## src/rtl/eclk_align_ctrl_pkg.sv

```systemverilog
// Shared definitions for the ECLK-to-SCLK phase alignment sequencer:
// FSM state encoding and the minimum jitter-filter settle time.
package eclk_align_ctrl_pkg;

  // Two 128-cycle jitter filter windows must elapse before status is trusted.
  localparam int MIN_WAIT = 256;

  localparam logic [3:0] ST_IDLE   = 4'd0;
  localparam logic [3:0] ST_FRST   = 4'd1;
  localparam logic [3:0] ST_SETTLE = 4'd2;
  localparam logic [3:0] ST_SAMPLE = 4'd3;
  localparam logic [3:0] ST_STEP   = 4'd4;
  localparam logic [3:0] ST_BSTEP  = 4'd5;
  localparam logic [3:0] ST_BWAIT  = 4'd6;
  localparam logic [3:0] ST_DONE   = 4'd7;
  localparam logic [3:0] ST_FAIL   = 4'd8;

  function automatic logic state_is_busy(input logic [3:0] s);
    return !((s == ST_IDLE) || (s == ST_DONE) || (s == ST_FAIL));
  endfunction

endpackage

```

## src/rtl/eclk_align_ctrl_wait_cnt.sv

```systemverilog
// Loadable down-counter with a terminal flag; paces the FRST, SETTLE and
// BWAIT intervals of the alignment sequencer.
module align_wait_cnt #(
  parameter int W = 9
) (
  input  logic         sclk,
  input  logic         reset_n,
  input  logic         load,
  input  logic [W-1:0] load_val,
  input  logic         en,
  output logic         tc
);

  logic [W-1:0] cnt;

  // NOTE: sequential state is written with <= so every flop samples the
  // pre-edge values; a blocking = here would create order-dependent races.
  always_ff @(posedge sclk) begin
    if (!reset_n) begin
      cnt <= '0;
    end else if (load) begin
      cnt <= load_val;
    end else if (en && (cnt != '0)) begin
      cnt <= cnt - W'(1);
    end
  end

  assign tc = (cnt == '0);

endmodule

```

## src/rtl/eclk_align_ctrl.sv

```systemverilog
// ECLK/SCLK alignment sequencer: steps the PLL dynamic phase up until the
// filtered status shows a 0->1 edge, then backs off a fixed number of steps.
module eclk_align_ctrl
  import eclk_align_ctrl_pkg::*;
#(
  parameter int PHASE_W     = 4,
  parameter int WAIT_CYCLES = MIN_WAIT,
  parameter int STEP_GAP    = 8,
  parameter int BACKOFF     = 4,
  parameter int MAX_ROT     = 2
) (
  input  logic               sclk,
  input  logic               reset_n,
  input  logic               start,
  input  logic               status_filt,
  output logic               filt_reset,
  output logic               phase_step,
  output logic               phase_dir,
  output logic [PHASE_W-1:0] phase_pos,
  output logic               busy,
  output logic               done,
  output logic               fail
);

  localparam int MAX_STEPS = MAX_ROT * (2 ** PHASE_W);
  localparam int STEP_W    = $clog2(MAX_STEPS + 1);
  localparam int CNT_MAX   = (WAIT_CYCLES > STEP_GAP) ? WAIT_CYCLES : STEP_GAP;
  localparam int CNT_W     = $clog2(CNT_MAX + 1);

  localparam logic [STEP_W-1:0]  MAX_STEPS_L = STEP_W'(MAX_STEPS);
  localparam logic [PHASE_W-1:0] BACKOFF_L   = PHASE_W'(BACKOFF);
  localparam logic [CNT_W-1:0]   FRST_LOAD   = CNT_W'(1);
  localparam logic [CNT_W-1:0]   SETTLE_LOAD = CNT_W'(WAIT_CYCLES - 1);
  localparam logic [CNT_W-1:0]   GAP_LOAD    = CNT_W'(STEP_GAP - 2);

  logic [3:0]         state, state_nxt;
  logic [STEP_W-1:0]  search_steps;
  logic [PHASE_W-1:0] backoff_cnt;
  logic               prev, first;

  logic               cnt_load, cnt_en, cnt_tc;
  logic [CNT_W-1:0]   cnt_val;

  logic               edge_seen, backoff_done;

  assign edge_seen    = !prev && status_filt;
  assign backoff_done = (backoff_cnt == BACKOFF_L);

  align_wait_cnt #(.W(CNT_W)) u_wait_cnt (
    .sclk     (sclk),
    .reset_n  (reset_n),
    .load     (cnt_load),
    .load_val (cnt_val),
    .en       (cnt_en),
    .tc       (cnt_tc)
  );

  // The counter is loaded with (interval - 1) on entry, so each timed state
  // lasts exactly one cycle per count value down to and including zero.
  // NOTE: every always_comb output gets a default first so no path leaves a
  // variable unassigned, which would otherwise infer a latch.
  always_comb begin
    state_nxt = state;
    cnt_load  = 1'b0;
    cnt_val   = '0;
    cnt_en    = 1'b0;
    case (state)
      ST_IDLE, ST_DONE, ST_FAIL: begin
        if (start) begin
          state_nxt = ST_FRST;
          cnt_load  = 1'b1;
          cnt_val   = FRST_LOAD;
        end
      end
      ST_FRST: begin
        if (cnt_tc) begin
          state_nxt = ST_SETTLE;
          cnt_load  = 1'b1;
          cnt_val   = SETTLE_LOAD;
        end else begin
          cnt_en = 1'b1;
        end
      end
      ST_SETTLE: begin
        if (cnt_tc) state_nxt = ST_SAMPLE;
        else        cnt_en    = 1'b1;
      end
      ST_SAMPLE: begin
        if (first)                              state_nxt = ST_STEP;
        else if (edge_seen)                     state_nxt = ST_BSTEP;
        else if (search_steps == MAX_STEPS_L)   state_nxt = ST_FAIL;
        else                                    state_nxt = ST_STEP;
      end
      ST_STEP: begin
        state_nxt = ST_FRST;
        cnt_load  = 1'b1;
        cnt_val   = FRST_LOAD;
      end
      ST_BSTEP: begin
        if (backoff_done) begin
          state_nxt = ST_DONE;
        end else begin
          state_nxt = ST_BWAIT;
          cnt_load  = 1'b1;
          cnt_val   = GAP_LOAD;
        end
      end
      ST_BWAIT: begin
        if (cnt_tc) state_nxt = ST_BSTEP;
        else        cnt_en    = 1'b1;
      end
      default: state_nxt = ST_IDLE;
    endcase
  end

  always_ff @(posedge sclk) begin
    if (!reset_n) begin
      state        <= ST_IDLE;
      phase_pos    <= '0;
      search_steps <= '0;
      backoff_cnt  <= '0;
      prev         <= 1'b0;
      first        <= 1'b0;
    end else begin
      state <= state_nxt;
      case (state)
        ST_IDLE, ST_DONE, ST_FAIL: begin
          if (start) begin
            search_steps <= '0;
            first        <= 1'b1;
          end
        end
        ST_SAMPLE: begin
          if (first) begin
            prev  <= status_filt;
            first <= 1'b0;
          end else if (edge_seen) begin
            backoff_cnt <= '0;
          end else if (search_steps != MAX_STEPS_L) begin
            prev <= status_filt;
          end
        end
        ST_STEP: begin
          phase_pos    <= phase_pos + PHASE_W'(1);
          search_steps <= search_steps + STEP_W'(1);
        end
        ST_BSTEP: begin
          if (!backoff_done) begin
            phase_pos   <= phase_pos - PHASE_W'(1);
            backoff_cnt <= backoff_cnt + PHASE_W'(1);
          end
        end
        default: ;
      endcase
    end
  end

  // Outputs are decoded from the registered state, so they change only on sclk.
  assign busy       = state_is_busy(state);
  assign done       = (state == ST_DONE);
  assign fail       = (state == ST_FAIL);
  assign filt_reset = (state == ST_IDLE) || (state == ST_FRST);
  assign phase_step = (state == ST_STEP) || ((state == ST_BSTEP) && !backoff_done);
  assign phase_dir  = (state != ST_BSTEP);

endmodule
```

## config.mk

```make
export PLATFORM = sky130hd
export DESIGN_NAME = eclk_align_ctrl
export DESIGN_NICKNAME = d
export VERILOG_FILES = /design/src/rtl/eclk_align_ctrl_pkg.sv /design/src/rtl/eclk_align_ctrl_wait_cnt.sv /design/src/rtl/eclk_align_ctrl.sv
export SDC_FILE = /design/constraint.sdc
export NUM_CORES = 1
export LEC_CHECK = 0
export ABC_AREA = 1
export BUFFER_PORTS_ARGS = -buffer_cell sky130_fd_sc_hd__buf_2
export CAP_MARGIN = 20
export CELL_PAD_IN_SITES_DETAIL_PLACEMENT = 0
export CELL_PAD_IN_SITES_GLOBAL_PLACEMENT = 1
export CORE_ASPECT_RATIO = 0.5
export CORE_MARGIN = 1.5
export CORE_UTILIZATION = 44
export DETAILED_ROUTE_END_ITERATION = 7
export GPL_TIMING_DRIVEN = 0
export PLACE_DENSITY_LB_ADDON = 0.2
export SLEW_MARGIN = 20
export SYNTH_ARGS = -nofsm -noshare
export SYNTH_HDL_FRONTEND = slang
export SYNTH_SLANG_ARGS = --single-unit
export TNS_END_PERCENT = 20
```

## constraint.sdc

```tcl
create_clock -name sclk -period 2.55 [get_ports sclk]
set_clock_uncertainty 0.2 [all_clocks]
set_input_delay 0.1275 -clock sclk [delete_from_list [all_inputs] [get_ports sclk]]
set_output_delay 0.1275 -clock sclk [all_outputs]
set_load 0.03 [all_outputs]
```

==> results.yml <==
finish:
  nets: 307
  diodes: 0
  layout-drive-gt1-share_pct: 23.1
  final_cells: 349
  area_growth_pct: 13.0
global_route:
  grt_antenna_before_repair: 0
  top_usage_layer: "met2"
  grt_max_degree: 11
  gr-total-overflow: 0
  track_usage_pct: 18.5
  grt_pass1_wl_um: 7020
  gr-usage-met3_pct: 5.01
  use_met1_pct: 24.2
  use_met2_pct: 30.3
  grt_pass1_vias: 1568
floorplan:
  start_util_pct: 47.9
  die_w_um: 97.3
  fp.dieArea_um2: 4880
  core_area_um2: 4080
  num_rows: 16
  die_h_um: 50.2
  io_pins: 14
timing:
  worst_pin_slew_ns: 0.504
  fin_crit_sh_pct: 79.8
  setup_viol: 0
  fin_crit_ns: 2.04
  fin_tns_setup_ns: 0
  fmax_mhz: 491
  finalHoldViolCount: 0
  finalMaxSlewViolations: 0
  rsz0062_at_grt: "no"
  slew_headroom_pct: 66.4
critical_path:
  cp-end-kind: "flop"
  worstPathCellList: "nand2_4 -> nor2_8 -> ha_1 -> nand2_1 -> nand2_1 -> o21ai_0 -> nand3_1 -> o21ai_1 -> a21oi_1"
  cp_slowest_cell: "dfxtp_1"
  critPathLaunchType: "flop"
  path_common_cell: "nand2_1"
  arrival_ns: 2.01
  criticalPathCategory: "flop to flop"
  crit_cells: 9
  crit_fanout: 10
  path_buf_inv: 0
  r2r_setup_slack_ns: 0.51
  cp.required_ns: 2.53
  rr_worst_depth: 9
  slowest_delay_ns: 0.46
  crit_family: "simple AND/OR/NAND/NOR gates"
drt:
  viasPerCell: 4.95
  drcViolationCount: 0
  routedWlPerCell_um: 11.8
  ant_nets: 0
  drt-initial-drc-count: 45
  finalWirelength_um: 4110
  first_pass_iters: 4
  via_count: 1728
clocking:
  clock_latency_ns: 0.28
  ctsRootBufferMaster: "clkbuf_8"
  path_clk_slew_ns: 0.06
  post_cts_resized: 0
  cts_tree: "done"
  cts.sinks: 29
  post_cts.repair.setup_buffers: 0
  htreeDepth: 2
  clock_path_buffers: 2
  cts_buffers: 5
placed_design:
  place_congestion: 0.838
  port_buffers: 13
  numPlacedInstances: 339
  hpwl_um: 3110
logic_synthesis:
  synth.avg_cell_area_um2: 7.20
  syn_nets: 285
  synth_warnings: 0
  syn-cell-area_um2: 1960
  yosysSeqAreaShare_pct: 29.6
  synth_cell_types: 32
  synthCells: 272
  ys_ff_latch: 29
power_and_ir_drop:
  switching_share_pct: 45.2
  power_density_nw_per_um2: 972
  clockPowerShare_pct: 20.1
  vdd_drop_max_v: 0.000329
  intPower_uw: 1180
  p_switching_uw: 971
  power_frac_seq_pct: 27.4
  p_comb_share_pct: 52.5
  leakage_uw: 0.00105
job:
  cap_violations: 0
outcome:
  status: "finished clean"
worst_hold_path:
  holdPathStages: 3
  hp-class: "primary input to flop"
==> worst min-delay path, delay by kind of cell <==
family	cells	cell delay, ns
buffers and inverters	1	0.14
AOI/OAI and AO/OA	1	0.15
and+or+nand+nor	1	0.05
==> layout by cell type, fill, tap and decap left out, types with 2 or more instances in the layout <==
| master | n |
|---|---|
| nor2_1 | 43 |
| buf_2 | 13 |
| xor2_1 | 10 |
| xnor2_1 | 2 |
| a21oi_1 | 18 |
| ha_1 | 8 |
| nand2_8 | 2 |
| nand3_1 | 15 |
| inv_1 | 27 |
| nor3_1 | 3 |
| nand2_2 | 6 |
| dfxtp_1 | 29 |
| nand2_4 | 6 |
| nor2_2 | 3 |
| o21ai_1 | 4 |
| nand3_2 | 8 |
| nor2_8 | 3 |
| clkbuf_8 | 7 |
| o21ai_0 | 10 |
| nand2_1 | 47 |
| inv_2 | 13 |
| nand4_1 | 3 |
| dlygate4sd3_1 | 2 |
==> final cells by class <==
| cell class | instances | area (um2) |
|---|---|---|
| Inverter | 42 | 160 |
| Buffer | 3 | 22.5 |
| Clock buffer | 7 | 96.3 |
| Multi-Input combinational cell | 198 | 1190 |
| Fill cell | 428 | 1870 |
| Sequential cell | 29 | 581 |
| Tap cell | 54 | 67.6 |
| Timing Repair Buffer | 15 | 85.1 |
| Clock inverter | 1 | 5.00 |
==> power groups by stage <==
stage | registers (uW) | clock network (uW) | logic [uW]
after floorplan | 591 | 0 | 945
after global placement | 597 | 0 | 1120
after detailed placement | 598 | 0 | 1130
after CTS | 588 | 443 | 1140
after global routing | 601 | 466 | 1280
final | 590 | 433 | 1130
==> metrics by stage <==
step           setup slack, ns  hold WS (ns)  total power [uW]  utilization [%]  area [um2]
2_1_floorplan            0.723        0.0659              1540                -        1960
3_3_place_gp             0.574         0.236              1720             51.2        2090
3_5_place_dp             0.527         0.246              1730             51.2        2090
4_1_cts                  0.509        0.0296              2170             54.2        2210
5_1_grt                  0.321        0.0452              2340             54.2        2210
6_report                 0.514        0.0353              2150             54.2        2210
==> kinds of logic (layout without fill, tap and decap cells) <==
| group | count (synthesis) | count (layout) | synth area share [%] |
|---|---|---|---|
| adders and majority gates | 9 | 9 | 6.13 |
| DFF | 29 | 29 | 29.6 |
| buffers and inverters | 45 | 68 | 9.33 |
| xor gates and xnor gates | 12 | 12 | 5.37 |
| and+or+nand+nor | 142 | 142 | 39.7 |
| AOI/OAI and AO/OA | 35 | 35 | 9.84 |
==> flip-flops by register name, indices dropped and copies added (netlist names) <==
register,count
state,4
search_steps,6
prev,1
u_wait_cnt.cnt,9
backoff_cnt,4
phase_pos,4
first,1
==> cells in the mapped netlist <==
cell / n / area [um2]
inv_2: 13 / 48.8
nand2_8: 2 / 40.0
clkinv_1: 1 / 3.75
o21ai_0: 10 / 50.1
dfxtp_1: 29 / 581
nand3b_1: 1 / 7.51
clkbuf_1: 1 / 3.75
inv_4: 1 / 6.26
or2_2: 1 / 6.26
nand4_2: 1 / 12.5
inv_1: 27 / 101
nor2_2: 3 / 18.8
ha_1: 8 / 100
fa_1: 1 / 20.0
nor2_8: 3 / 60.1
a21oi_4: 1 / 16.3
nand3_1: 15 / 75.1
nand2_4: 6 / 67.6
a311oi_1: 1 / 8.76
nand4_1: 3 / 18.8
nor2_1: 43 / 161
nand2_2: 6 / 37.5
xnor2_1: 2 / 17.5
nor3_1: 3 / 15.0
a21boi_0: 1 / 7.51
buf_4: 1 / 7.51
nand2_1: 47 / 176
buf_6: 1 / 11.3
o21ai_1: 4 / 20.0
a21oi_1: 18 / 90.1
xor2_1: 10 / 87.6
nand3_2: 8 / 80.1
==> path summary, 6_finish.rpt <==
check               start           end
max reg2reg      state[2]  phase_pos[3]
min reg2reg  phase_pos[3]  phase_pos[3]
min                 start         first
max              state[2]  phase_pos[3]
==> layer usage <==
layer  up-vias  wire length, um
met5         -                0
met4         0               44
met3         8              163
met2        32             1750
met1       785             2150
li1        903                -
==> timing repair <==
item                                    CTS  global route
hold buffers                              2             0
endpoints found under the setup margin    0             0
hold endpoints to repair                  7             0
(Power assumes the default switching activity.)
